`src/rtl/dsm_ctrl_pkg.sv`:
```
// Shared definitions for the DSM transmit-chain control blocks.
//   sweep_state_t : states of the frequency-sweep sequencer
//   DSM_*_WIDTH   : default widths, kept in step with the dsm_core instantiation
package dsm_ctrl_pkg;

  localparam int DSM_STEP_WIDTH  = 32;  // ACC_FRAC_WIDTH + ACC_INT_WIDTH
  localparam int DSM_DWELL_WIDTH = 16;
  localparam int DSM_NPTS_WIDTH  = 12;

  typedef enum logic [1:0] {
    IDLE  = 2'd0,
    ISSUE = 2'd1,
    DWELL = 2'd2,
    DONE  = 2'd3
  } sweep_state_t;

endpackage

```
`src/rtl/dsm_dwell_timer.sv`:
```
// Loadable down-counter.
//   clk, rst_n  : clock, asynchronous active-low reset
//   load        : load load_value into the counter (wins over counting)
//   load_value  : interval length in cycles
//   expired     : high during the final cycle of a loaded interval
// A load of N keeps the timer running for N cycles; expired is high in the
// last of them. A load of 0 never expires, so callers skip the timer instead.
module dsm_dwell_timer
  import dsm_ctrl_pkg::*;
#(
  parameter int WIDTH = DSM_DWELL_WIDTH
) (
  input  logic             clk,
  input  logic             rst_n,
  input  logic             load,
  input  logic [WIDTH-1:0] load_value,
  output logic             expired
);

  logic [WIDTH-1:0] count_reg;

  always_ff @(posedge clk or negedge rst_n) begin
    if (!rst_n) begin
      count_reg <= '0;
    end else if (load) begin
      count_reg <= load_value;
    end else if (count_reg != '0) begin
      count_reg <= count_reg - WIDTH'(1);
    end
  end

  assign expired = (count_reg == WIDTH'(1));

endmodule

```
`src/rtl/dsm_sweep_ctrl.sv`:
```
// Frequency-sweep sequencer feeding nco_step beats to the I/Q NCO pair.
//   aclk, arst_n        : clock, asynchronous active-low reset
//   cfg_*               : sweep setup, captured into shadow registers on start
//   start, abort        : level-sampled control requests
//   m_axis_step_*       : step stream to the NCOs (tvalid/tdata held until tready)
//   dither_enable       : chain dither, updated only on an accepted start
//   busy, done          : status; done pulses one cycle at sweep completion
//   point_idx           : index of the point currently issued or dwelling
module dsm_sweep_ctrl
  import dsm_ctrl_pkg::*;
#(
  parameter int STEP_WIDTH  = DSM_STEP_WIDTH,
  parameter int DWELL_WIDTH = DSM_DWELL_WIDTH,
  parameter int NPTS_WIDTH  = DSM_NPTS_WIDTH
) (
  input  logic                   aclk,
  input  logic                   arst_n,
  input  logic [STEP_WIDTH-1:0]  cfg_start_step,
  input  logic [STEP_WIDTH-1:0]  cfg_delta_step,
  input  logic [NPTS_WIDTH-1:0]  cfg_num_points,
  input  logic [DWELL_WIDTH-1:0] cfg_dwell,
  input  logic                   cfg_dither,
  input  logic                   cfg_loop,
  input  logic                   start,
  input  logic                   abort,
  output logic [STEP_WIDTH-1:0]  m_axis_step_tdata,
  output logic                   m_axis_step_tvalid,
  input  logic                   m_axis_step_tready,
  output logic                   dither_enable,
  output logic                   busy,
  output logic                   done,
  output logic [NPTS_WIDTH-1:0]  point_idx
);

  sweep_state_t state_reg, state_next;

  logic [STEP_WIDTH-1:0]  sh_start_reg;
  logic [STEP_WIDTH-1:0]  sh_delta_reg;
  logic [NPTS_WIDTH-1:0]  sh_num_reg;
  logic [DWELL_WIDTH-1:0] sh_dwell_reg;
  logic                   sh_loop_reg;

  logic [STEP_WIDTH-1:0]  step_reg;
  logic [NPTS_WIDTH-1:0]  point_idx_reg;
  logic                   dither_reg;
  // Abort seen while a beat is stalled; the beat must still complete.
  logic                   abort_pend_reg, abort_pend_next;

  logic load_cfg, advance, reload, timer_load, timer_expired, last_point;

  assign last_point = (point_idx_reg == sh_num_reg - NPTS_WIDTH'(1));

  dsm_dwell_timer #(.WIDTH(DWELL_WIDTH)) u_dwell_timer (
    .clk        (aclk),
    .rst_n      (arst_n),
    .load       (timer_load),
    .load_value (sh_dwell_reg),
    .expired    (timer_expired)
  );

  // State register
  always_ff @(posedge aclk or negedge arst_n) begin
    if (!arst_n) begin
      state_reg      <= IDLE;
      abort_pend_reg <= 1'b0;
    end else begin
      state_reg      <= state_next;
      abort_pend_reg <= abort_pend_next;
    end
  end

  // Next-state and datapath strobes
  always_comb begin
    state_next      = state_reg;
    abort_pend_next = abort_pend_reg;
    load_cfg        = 1'b0;
    advance         = 1'b0;
    reload          = 1'b0;
    timer_load      = 1'b0;
    case (state_reg)
      IDLE: begin
        abort_pend_next = 1'b0;
        if (start && !abort) begin
          load_cfg   = 1'b1;
          state_next = (cfg_num_points == '0) ? DONE : ISSUE;
        end
      end
      ISSUE: begin
        if (m_axis_step_tready) begin
          if (abort || abort_pend_reg) begin
            state_next = IDLE;
          end else if (sh_dwell_reg != '0) begin
            timer_load = 1'b1;
            state_next = DWELL;
          end else if (last_point) begin
            // Zero dwell: take the dwell-exit path straight away.
            state_next = DONE;
          end else begin
            advance    = 1'b1;
            state_next = ISSUE;
          end
        end else if (abort) begin
          abort_pend_next = 1'b1;
        end
      end
      DWELL: begin
        if (abort) begin
          state_next = IDLE;
        end else if (timer_expired) begin
          if (last_point) begin
            state_next = DONE;
          end else begin
            advance    = 1'b1;
            state_next = ISSUE;
          end
        end
      end
      DONE: begin
        if (abort) begin
          state_next = IDLE;
        end else if (sh_loop_reg && (sh_num_reg != '0)) begin
          reload     = 1'b1;
          state_next = ISSUE;
        end else begin
          state_next = IDLE;
        end
      end
      default: state_next = IDLE;
    endcase
  end

  // Shadow configuration and sweep datapath
  always_ff @(posedge aclk or negedge arst_n) begin
    if (!arst_n) begin
      sh_start_reg  <= '0;
      sh_delta_reg  <= '0;
      sh_num_reg    <= '0;
      sh_dwell_reg  <= '0;
      sh_loop_reg   <= 1'b0;
      step_reg      <= '0;
      point_idx_reg <= '0;
      dither_reg    <= 1'b0;
    end else if (load_cfg) begin
      sh_start_reg  <= cfg_start_step;
      sh_delta_reg  <= cfg_delta_step;
      sh_num_reg    <= cfg_num_points;
      sh_dwell_reg  <= cfg_dwell;
      sh_loop_reg   <= cfg_loop;
      step_reg      <= cfg_start_step;
      point_idx_reg <= '0;
      dither_reg    <= cfg_dither;
    end else if (reload) begin
      step_reg      <= sh_start_reg;
      point_idx_reg <= '0;
    end else if (advance) begin
      // Modulo 2^STEP_WIDTH; wrap-around is intended.
      step_reg      <= step_reg + sh_delta_reg;
      point_idx_reg <= point_idx_reg + NPTS_WIDTH'(1);
    end
  end

  // Outputs, decoded from registers only
  always_comb begin
    m_axis_step_tvalid = (state_reg == ISSUE);
    busy               = (state_reg != IDLE);
    done               = (state_reg == DONE);
    m_axis_step_tdata  = step_reg;
    point_idx          = point_idx_reg;
    dither_enable      = dither_reg;
  end

endmodule

```
`config.mk`:
```
export PLATFORM = sky130hd
export DESIGN_NAME = dsm_sweep_ctrl
export DESIGN_NICKNAME = d
export VERILOG_FILES = /design/src/rtl/dsm_ctrl_pkg.sv /design/src/rtl/dsm_dwell_timer.sv /design/src/rtl/dsm_sweep_ctrl.sv
export SDC_FILE = /design/constraint.sdc
export NUM_CORES = 1
export LEC_CHECK = 0
export BUFFER_PORTS_ARGS = -buffer_cell sky130_fd_sc_hd__buf_4
export CORE_MARGIN = 1.5
export CORE_UTILIZATION = 54
export CTS_CLUSTER_SIZE = 12
export DETAILED_ROUTE_END_ITERATION = 10
export HOLD_SLACK_MARGIN = 0.12
export PLACE_DENSITY = 0.82
export SLEW_MARGIN = 20
export SYNTH_ARGS = -nofsm -noshare
export SYNTH_HDL_FRONTEND = slang
export SYNTH_SLANG_ARGS = --single-unit
```
`constraint.sdc`:
```
create_clock -name aclk -period 4.15 [get_ports aclk]
set_input_delay 0.2075 -clock aclk [delete_from_list [all_inputs] [get_ports aclk]]
set_output_delay 0.2075 -clock aclk [all_outputs]
set_load 0.02 [all_outputs]
```
==> results of run 1 <==
cells in the mapped netlist (4+ instances only):
library cell,n
nand2_1,342
dfrtp_1,157
nor2_1,80
a21oi_1,68
o21ai_0,65
ha_1,40
clkbuf_1,39
xnor2_1,26
nor3_1,25
inv_1,24
xor2_1,24
nand4_1,14
nand3_1,13
nor4_1,13
nand2b_1,11
o211ai_1,11
a21o_1,10
a31oi_1,10
o31ai_1,10
and3_1,9
or3_1,8
mux2i_1,7
buf_2,6
a211oi_1,5
nor2b_1,5
o21a_1,5
a211o_1,4
a22o_1,4
and2_1,4
o22ai_1,4
path summary, 6_finish.rpt:
kind,slack [ns],to,start
setup / recovery,0.69,m_axis_step_tdata[2],sh_num_reg[0]
hold / removal,0.15,abort_pend_reg,abort
setup reg to reg,0.69,m_axis_step_tdata[2],sh_num_reg[0]
hold reg to reg,0.47,sh_start_reg[19],sh_start_reg[19]
max in group asynchronous,2.87,sh_num_reg[11],arst_n
min in group asynchronous,0.42,sh_delta_reg[19],arst_n
where the power goes:
| group | switching (mW) | total [mW] | leakage (nW) | internal [mW] |
|---|---|---|---|---|
| Combinational | 2.55 | 4.46 | 3.55 | 1.91 |
| Clock | 0.682 | 1.46 | 0.253 | 0.775 |
| Sequential | 0.587 | 2.79 | 1.95 | 2.20 |
worst max-delay path: stages (launching register included):
cell and delay, ns:
dfrtp_1 0.43, inv_1 0.13, ha_1 0.21, or4b_1 0.56
nor2_1 0.16, xnor2_1 0.12, a2111oi_2 0.27, a41oi_2 0.32
nor2_2 0.69, buf_4 0.30, o21ai_0 0.13
layout by cell type, fill, tap and decap left out, types with 3 or more instances in the layout:
cell / count
a31oi_1: 10
nand2_1: 342
a22o_1: 4
nor4_1: 13
clkinvlp_4: 5
inv_1: 24
xor2_1: 24
o211ai_1: 11
ha_1: 40
dlygate4sd3_1: 95
or3_1: 8
xnor2_1: 26
o21ai_1: 3
nand2b_1: 11
o221ai_1: 3
nor3_1: 25
o21bai_1: 3
buf_4: 154
dfrtp_1: 157
and3_1: 9
o22ai_1: 4
nand3_1: 13
a21o_1: 10
nor2_1: 78
clkinv_4: 3
nor2b_1: 5
o21ai_0: 65
and2_1: 4
o21a_1: 5
mux2i_1: 7
o311ai_0: 3
a211oi_1: 4
a211o_1: 4
o31ai_1: 10
a21oi_1: 68
nand4_1: 14
clkbuf_16: 17
cell families (layout without fill, tap and decap cells):
group / count (synthesis) / count (layout) / synth area share, %
adder cells (fa/ha/maj): 41 / 41 / 5.76
flip-flops: 157 / 157 / 43.5
buffers and inverters: 75 / 308 / 3.38
multiplexers: 7 / 7 / 0.775
AND/OR/NAND/NOR: 538 / 538 / 25.5
AO/OA/AOI/OAI: 234 / 234 / 16.3
XOR/XNOR: 50 / 50 / 4.85
per-layer routing:
| layer | track usage (%) | up-vias |
|---|---|---|
| met5 | 0 | - |
| met4 | 9.89 | 0 |
| met1 | 38.8 | 4163 |
| li1 | - | 4228 |
| met2 | 52.2 | 281 |
| met3 | 5.19 | 39 |
through the flow:
| step | util, % | worst slack, ns |
|---|---|---|
| 6_report | 71.8 | 0.688 |
| 5_1_grt | 71.8 | 0.392 |
| 4_1_cts | 71.8 | 0.720 |
| 3_5_place_dp | 62.7 | 0.751 |
| 3_3_place_gp | 62.7 | 0.870 |
| 2_1_floorplan | - | 1.40 |
area by class of cell:
| class | count | share of cell area [%] |
|---|---|---|
| Sequential cell | 157 | 33.2 |
| Clock buffer | 18 | 3.63 |
| Tap cell | 220 | 2.33 |
| Multi-Input combinational cell | 870 | 40.8 |
| Timing Repair Buffer | 252 | 18.3 |
| Clock inverter | 14 | 0.963 |
| Inverter | 24 | 0.762 |
==> results.sh, run 1 <==
export IMPL_cts_setup_buffers=0
export IMPL_synth_area_leaders="dfrtp_1 43%, nand2_1 14%, ha_1 5.5%"
export IMPL_final_area_sq_um=11800
export IMPL_layout_drive_gt1_share_pct=14.8
export IMPL_dr_wl_met3_um=1330
export IMPL_syn_cell_area_sq_um=9040
export IMPL_grt_max_degree=111
export IMPL_die_h_um=132
export IMPL_drt_pass1_iterations=5
export IMPL_synth_ff_type="dfrtp_1"
export IMPL_synthToLayoutAreaGrowth_pct=30.8
export IMPL_wl_per_cell_um=16.5
export IMPL_num_io_pins=147
export IMPL_nFillCells=1275
export IMPL_cts_tree="yes"
export IMPL_setup_tns_ns=0
export IMPL_synth_warnings=0
export IMPL_seq_area_sq_um=3930
export IMPL_fp_row_count=47
export IMPL_reg2reg_depth=10
export IMPL_syn_avg_cell_area_sq_um=8.20
export IMPL_drcViolationCount=0
export IMPL_routed_wl_um=25700
export IMPL_wl_met1_um=11000
export IMPL_clock_sinks=157
export IMPL_clkTransAtPathRegs_ns=0.06
export IMPL_crit_arrival_ns=3.77
export IMPL_cts_root_buf="clkbuf_16"
export IMPL_core_area_sq_um=16500
export IMPL_initial_core_util_pct=54.9
export IMPL_critPathMaxFanout=19
export IMPL_grt_first_pass_wirelength_um=42700
export IMPL_synth_seq_area_share_pct=43.5
export IMPL_dieArea_sq_um=17500
export IMPL_status="finished clean"
export IMPL_crit_required_ns=4.45
export IMPL_port_buffers=146
export IMPL_holdWs_ns=0.150
export IMPL_antenna_found_initial=0
export IMPL_setup_violations=0
export IMPL_die_x_um=132
export IMPL_worst_setup_path_type="reg -> reg"
export IMPL_min_period_ns=3.46
export IMPL_synthArstFlopShare_pct=100
export IMPL_worstMarginPinSlew_ns=0.908
export IMPL_synth_edff_count=0
export IMPL_min_delay_path_class="in -> reg"
export IMPL_rsz0062_at_grt="false"
export IMPL_ant_nets=0
export IMPL_synthDominantAreaCellType="dfrtp_1"
export IMPL_grt_pass1_vias=8747
export IMPL_leakage_nw=5.76
export IMPL_cts_resized=0
export IMPL_maxCapViolations=0
export IMPL_ir_worst_vdd_mv=0.442
export IMPL_htreeDepth=4
export IMPL_p_total_mw=8.70
export IMPL_synth_distinct_cells=67
export IMPL_slew_limit_headroom_pct=39.3
export IMPL_netlist_instances=1102
export IMPL_synth_fp_nets=1242
export IMPL_route_met2_wl_um=12900
export IMPL_cts_inserted_buffers=17
export IMPL_startpoint_type="register"
export IMPL_drtIter0Drc=617
export IMPL_max_freq_mhz=289
export IMPL_ctsHoldBuffers=95
export IMPL_multiInputGateArea_sq_um=4830
export IMPL_dp_cells=1428
export IMPL_synth_top_cell_area_share_pct=43.5
export IMPL_grt_usage_pct=30.3
export IMPL_fin_cells=1555
export IMPL_cts_buffer_depth=2
export IMPL_routed_top_layer="met4"
export IMPL_power_density_nw_per_um2=736
export IMPL_slew_violations=0
export IMPL_hold_path_depth=3
export IMPL_avgViaCountPerCell=5.60
export IMPL_endpoint_kind="register"
export IMPL_hpwl_um=16500
export IMPL_place_area_sq_um=10300
export IMPL_hold_viol=0
export IMPL_gp_congestion=0.882
export IMPL_via_count=8711
export IMPL_synth_seq_cells=157
export IMPL_antenna_diode_count=0
export IMPL_fin_skew_ns=0.0124
export IMPL_clk_latency_ns=0.44
export IMPL_grt_overflow_total=0
export IMPL_finalCritPeriodShare_pct=83.4
export IMPL_fin_nets=1462
Note: power is estimated with default switching activity, not from simulation.
==> inputs of run 2 (changes only) <==
clock period = 3.2 ns   (was 4.15 ns; I/O delays follow)
==> run 2 against run 1 <==
Effect of this change: non-clock buffer count up 14; sequential cell count unchanged; clock power up 40%; global-route usage down 0.28 points; largest power group unchanged; power up 33%.
==> results.sh, run 2 (synthesized netlist as in run 1, its figures left out) <==
export IMPL_dieArea_sq_um=17500
export IMPL_maxCapViolations=0
export IMPL_gp_congestion=0.916
export IMPL_cp_num_buf_inv=1
export IMPL_timing_rr_start="m_axis_step_tdata[0]"
export IMPL_synthToLayoutAreaGrowth_pct=32.9
export IMPL_drcViolationCount=0
export IMPL_port_buffers=146
export IMPL_clkTransAtPathRegs_ns=0.06
export IMPL_status="finished clean"
export IMPL_hold_path_depth=5
export IMPL_startpoint_type="register"
export IMPL_clock_sinks=157
export IMPL_min_period_ns=3.01
export IMPL_layout_drive_gt1_share_pct=15.7
export IMPL_top_usage_layer="met2"
export IMPL_avgViaCountPerCell=5.64
export IMPL_fin_skew_ns=0.0104
export IMPL_via_count=8857
export IMPL_slew_violations=0
export IMPL_ant_nets=0
export IMPL_grt_pass1_vias=8765
export IMPL_htreeDepth=4
export IMPL_setup_violations=0
export IMPL_cp_top_family="compound AO/OA/AOI/OAI gates"
export IMPL_cts_buffer_depth=2
export IMPL_drt_pass1_iterations=5
export IMPL_antenna_found_initial=1
export IMPL_die_x_um=132
export IMPL_cpMaxStageDelayCell="fa_1"
export IMPL_cp_startpoint="m_axis_step_tdata[0]"
export IMPL_grt_use_met3_pct=4.58
export IMPL_initial_core_util_pct=54.9
export IMPL_endpoint_kind="register"
export IMPL_grt_usage_pct=30.0
export IMPL_crit_chain="ha_1 -> inv_1 -> fa_1 -> nor2b_2 -> o31a_1 -> a31oi_1 -> a21o_1 -> o211ai_1 -> a21oi_1 -> a41o_1 -> o41ai_1 -> a31oi_1"
export IMPL_min_delay_path_class="in -> reg"
export IMPL_fin_cells=1569
export IMPL_cts_tree="yes"
export IMPL_leakage_nw=5.87
export IMPL_grt_overflow_total=0
export IMPL_use_met2_pct=51.2
export IMPL_fin_nets=1476
export IMPL_slew_limit_headroom_pct=36.6
export IMPL_power_density_nw_per_um2=963
export IMPL_routed_wl_um=25800
export IMPL_cts_inserted_buffers=17
export IMPL_hpwl_um=16800
export IMPL_num_io_pins=147
export IMPL_reg2reg_depth=12
export IMPL_grt_first_pass_wirelength_um=42200
export IMPL_max_stage_delay_ns=0.40
export IMPL_use_met1_pct=38.6
export IMPL_hold_viol=0
export IMPL_cp_common_cell="a31oi_1"
export IMPL_cts_root_buf="clkbuf_16"
export IMPL_max_freq_mhz=332
export IMPL_fp_row_count=47
export IMPL_finalCritPeriodShare_pct=94.0
export IMPL_min_from="start"
export IMPL_die_h_um=132
export IMPL_crit_arrival_ns=3.29
export IMPL_clk_latency_ns=0.42
export IMPL_drtIter0Drc=690
export IMPL_dp_cells=1437
export IMPL_grt_max_degree=104
export IMPL_core_area_sq_um=16500
export IMPL_crit_required_ns=3.48
export IMPL_worstMarginPinSlew_ns=0.948
export IMPL_worst_setup_path_type="reg -> reg"
export IMPL_layout_common_cells="342 x nand2_1, 164 x buf_4, 157 x dfrtp_1"
export IMPL_holdWs_ns=0.314
export IMPL_final_common_cell="nand2_1"
export IMPL_critPathMaxFanout=6
export IMPL_ir_worst_vdd_mv=0.597
export IMPL_wl_per_cell_um=16.4
export IMPL_crit_cells=12
## run 2: stage by stage
stage | util [%] | power (mW) | worst slack (ns) | setup TNS [ns] | area (sq um)
6_report | 72.9 | 11.6 | 0.191 | 0 | 12000
5_1_grt | 72.9 | 12.4 | -0.00721 | -0.00721 | 12000
4_1_cts | 72.7 | 11.4 | 0.115 | 0 | 12000
3_5_place_dp | 63.2 | 9.21 | 0.197 | 0 | 10400
3_3_place_gp | 63.2 | 9.01 | 0.289 | 0 | 10400
2_1_floorplan | - | 7.62 | 0.449 | 0 | 9040
## run 2: layout make-up
type / instances / area [sq um]
Multi-Input combinational cell: 870 / 4840
Fill cell: 1187 / 4460
Sequential cell: 157 / 3930
Timing Repair Buffer: 266 / 2280
Clock buffer: 19 / 443
Tap cell: 220 / 275
Clock inverter: 12 / 146
Inverter: 24 / 90.1
Antenna cell: 1 / 2.50
## run 2: power by group
group / internal (mW) / total, mW / switching [mW]
Sequential: 2.86 / 3.62 / 0.763
Combinational: 2.53 / 5.89 / 3.36
Clock: 1.24 / 2.05 / 0.817
Total: 6.62 / 11.6 / 4.94
## run 2: routing by layer
layer	wire [um]	up-vias
li1	-	4250
met1	10900	4261
met4	743	0
met2	12800	288
met5	0	-
met3	1330	58
## run 2: path summary, 6_finish.rpt
check	end	slack, ns
max	m_axis_step_tdata[28]	0.19
min	sh_delta_reg[25]	0.31
max reg2reg	m_axis_step_tdata[28]	0.19
min reg2reg	sh_start_reg[26]	0.47
max in group asynchronous	state_reg[0]	2.01
min in group asynchronous	sh_start_reg[18]	0.33
## run 2: timing repair
| item | in CTS | in global routing |
|---|---|---|
| hold endpoints to repair | 204 | 0 |
| resized for setup | 0 | 5 |
| hold buffers | 97 | 0 |
| setup endpoints to repair | 0 | 11 |
| buffers inserted | 0 | 3 |
## run 2: tightest hold or removal path, stage by stage
cell,delay (ns)
buf_4,0.11
nand2b_1,0.16
nor2_4,0.14
nand2_1,0.09
nand2_1,0.04
==> inputs of run 3 (changes only) <==
clock period = 3.8 ns   (was 3.2 ns; I/O delays follow)
==> run 3 against run 2 <==
Effect of this change: worst setup slack better by 0.50 ns; clock-buffer cell count is 1 higher; via count down 1.6%; worst hold slack lost 0.18 ns; non-clock buffer count shrank 11; clock power fell by 17%; maximum frequency fell by 3.2%; sequential cell count did not move; cell count down 0.76%; sequential power down 16%; combinational power down 17%; critical path type unchanged; largest power group unchanged.
==> results.sh, run 3 (synthesized netlist as in run 1, its figures left out) <==
export IMPL_crit_arrival_ns=3.42
export IMPL_crit_end="m_axis_step_tdata[10]"
export IMPL_grt_pass1_vias=8606
export IMPL_nFillCells=1233
export IMPL_place_area_sq_um=10300
export IMPL_min_delay_path_class="in -> reg"
export IMPL_die_x_um=132
export IMPL_p_total_mw=9.65
export IMPL_crit_required_ns=4.11
export IMPL_drtIter0Drc=611
export IMPL_antenna_diode_count=0
export IMPL_multiInputGateArea_sq_um=4830
export IMPL_final_common_cell="nand2_1"
export IMPL_setup_violations=0
export IMPL_maxCapViolations=0
export IMPL_holdWs_ns=0.134
export IMPL_hpwl_um=16400
export IMPL_seq_area_sq_um=3930
export IMPL_gp_congestion=0.925
export IMPL_cp_startpoint="sh_num_reg[0]"
export IMPL_ff2ff_setup_slack_ns=0.69
export IMPL_clock_sinks=157
export IMPL_avgViaCountPerCell=5.60
export IMPL_layout_common_cells="342 x nand2_1, 158 x buf_4, 157 x dfrtp_1"
export IMPL_grt_max_degree=111
export IMPL_clk_latency_ns=0.42
export IMPL_rsz0062_at_grt="false"
export IMPL_slew_limit_headroom_pct=38.7
export IMPL_min_period_ns=3.11
export IMPL_num_io_pins=147
export IMPL_leakage_nw=5.79
export IMPL_cts_buffer_depth=2
export IMPL_dp_cells=1431
export IMPL_drcViolationCount=0
export IMPL_max_freq_mhz=322
export IMPL_startpoint_type="register"
export IMPL_cts_tree="yes"
export IMPL_worst_setup_path_type="reg -> reg"
export IMPL_cts_root_buf="clkbuf_16"
export IMPL_fin_skew_ns=0.00705
export IMPL_cts_inserted_buffers=17
export IMPL_ir_worst_vdd_mv=0.620
export IMPL_setup_tns_ns=0
export IMPL_cts_resized=0
export IMPL_setup_slack_ns=0.692
export IMPL_core_area_sq_um=16500
export IMPL_grt_usage_pct=29.6
export IMPL_fin_util_pct=72.1
export IMPL_cts_setup_buffers=0
export IMPL_grt_overflow_total=0
export IMPL_dieArea_sq_um=17500
export IMPL_fp_row_count=47
export IMPL_layout_drive_gt1_share_pct=14.8
export IMPL_initial_core_util_pct=54.9
export IMPL_antenna_found_initial=0
export IMPL_final_area_sq_um=11900
export IMPL_worstMarginPinSlew_ns=0.918
export IMPL_wl_per_cell_um=16.4
export IMPL_slew_violations=0
export IMPL_die_h_um=132
export IMPL_drt_pass1_iterations=5
export IMPL_critPathMaxFanout=22
export IMPL_pre_cts_ws_ns=0.737
export IMPL_routed_wl_um=25600
export IMPL_ant_nets=0
export IMPL_fin_cells=1557
export IMPL_grt_first_pass_wirelength_um=41700
export IMPL_power_density_nw_per_um2=813
export IMPL_synthToLayoutAreaGrowth_pct=31.4
export IMPL_status="finished clean"
export IMPL_reg2reg_to="m_axis_step_tdata[10]"
export IMPL_timing_rr_start="sh_num_reg[0]"
export IMPL_htreeDepth=4
export IMPL_clkTransAtPathRegs_ns=0.06
export IMPL_fin_nets=1465
export IMPL_port_buffers=146
export IMPL_finalCritPeriodShare_pct=81.8
export IMPL_reg2reg_depth=12
export IMPL_ctsHoldBuffers=95
export IMPL_via_count=8718
export IMPL_hold_viol=0
export IMPL_endpoint_kind="register"
## run 3: changes by cell type in the layout (fill, tap and decap cells not counted), moves of 2 or more
cell and change:
buf_12 -2, buf_4 -6, dlygate4sd3_1 -2, clkbuf_1 +2
clkinv_2 -2
## run 3: routing by layer
layer / vias up / global-route usage, % / part of all wire [%]
li1: 4232 / - / -
met1: 4169 / 37.3 / 42
met2: 280 / 51.7 / 51
met3: 37 / 5.65 / 5.5
met4: 0 / 8.91 / 1.7
met5: - / 0 / 0
## run 3: area by class of cell
type	instances	area share, %
flip-flops and latches	157	33.1
clock buffers	20	3.68
well taps	220	2.32
clock inverters	11	1.22
repair buffers	255	18.3
inverters	24	0.759
multi-input cells	870	40.7
## run 3: worst min path at each step
stage | start | to | slack (ns) | cells after the start
final | abort | abort_pend_reg | 0.13 | 3
after global routing | abort | abort_pend_reg | 0.16 | 3
after global placement | arst_n | sh_delta_reg[17] | 0.27 | 1
after detailed placement | arst_n | sh_delta_reg[17] | 0.27 | 1
after floorplan | arst_n | abort_pend_reg | -0.11 | 0
after CTS | abort | abort_pend_reg | 0.12 | 3
## run 3: worst max-delay path: stages (launching register included)
cell,delay [ns]
dfrtp_1,0.42
inv_1,0.11
ha_1,0.20
or4b_1,0.56
nor2_1,0.18
xnor2_1,0.13
a2111oi_2,0.26
a41oi_2,0.20
buf_4,0.24
nor2_2,0.13
buf_4,0.26
nor2_1,0.09
a22o_1,0.20
## run 3: report_power, final
group / switching [mW] / internal, mW / total (mW) / leakage (nW)
logic: 2.82 / 2.09 / 4.91 / 3.56
clock network: 0.676 / 1.03 / 1.70 / 0.276
registers: 0.636 / 2.40 / 3.04 / 1.95
total: 4.13 / 5.52 / 9.65 / 5.79
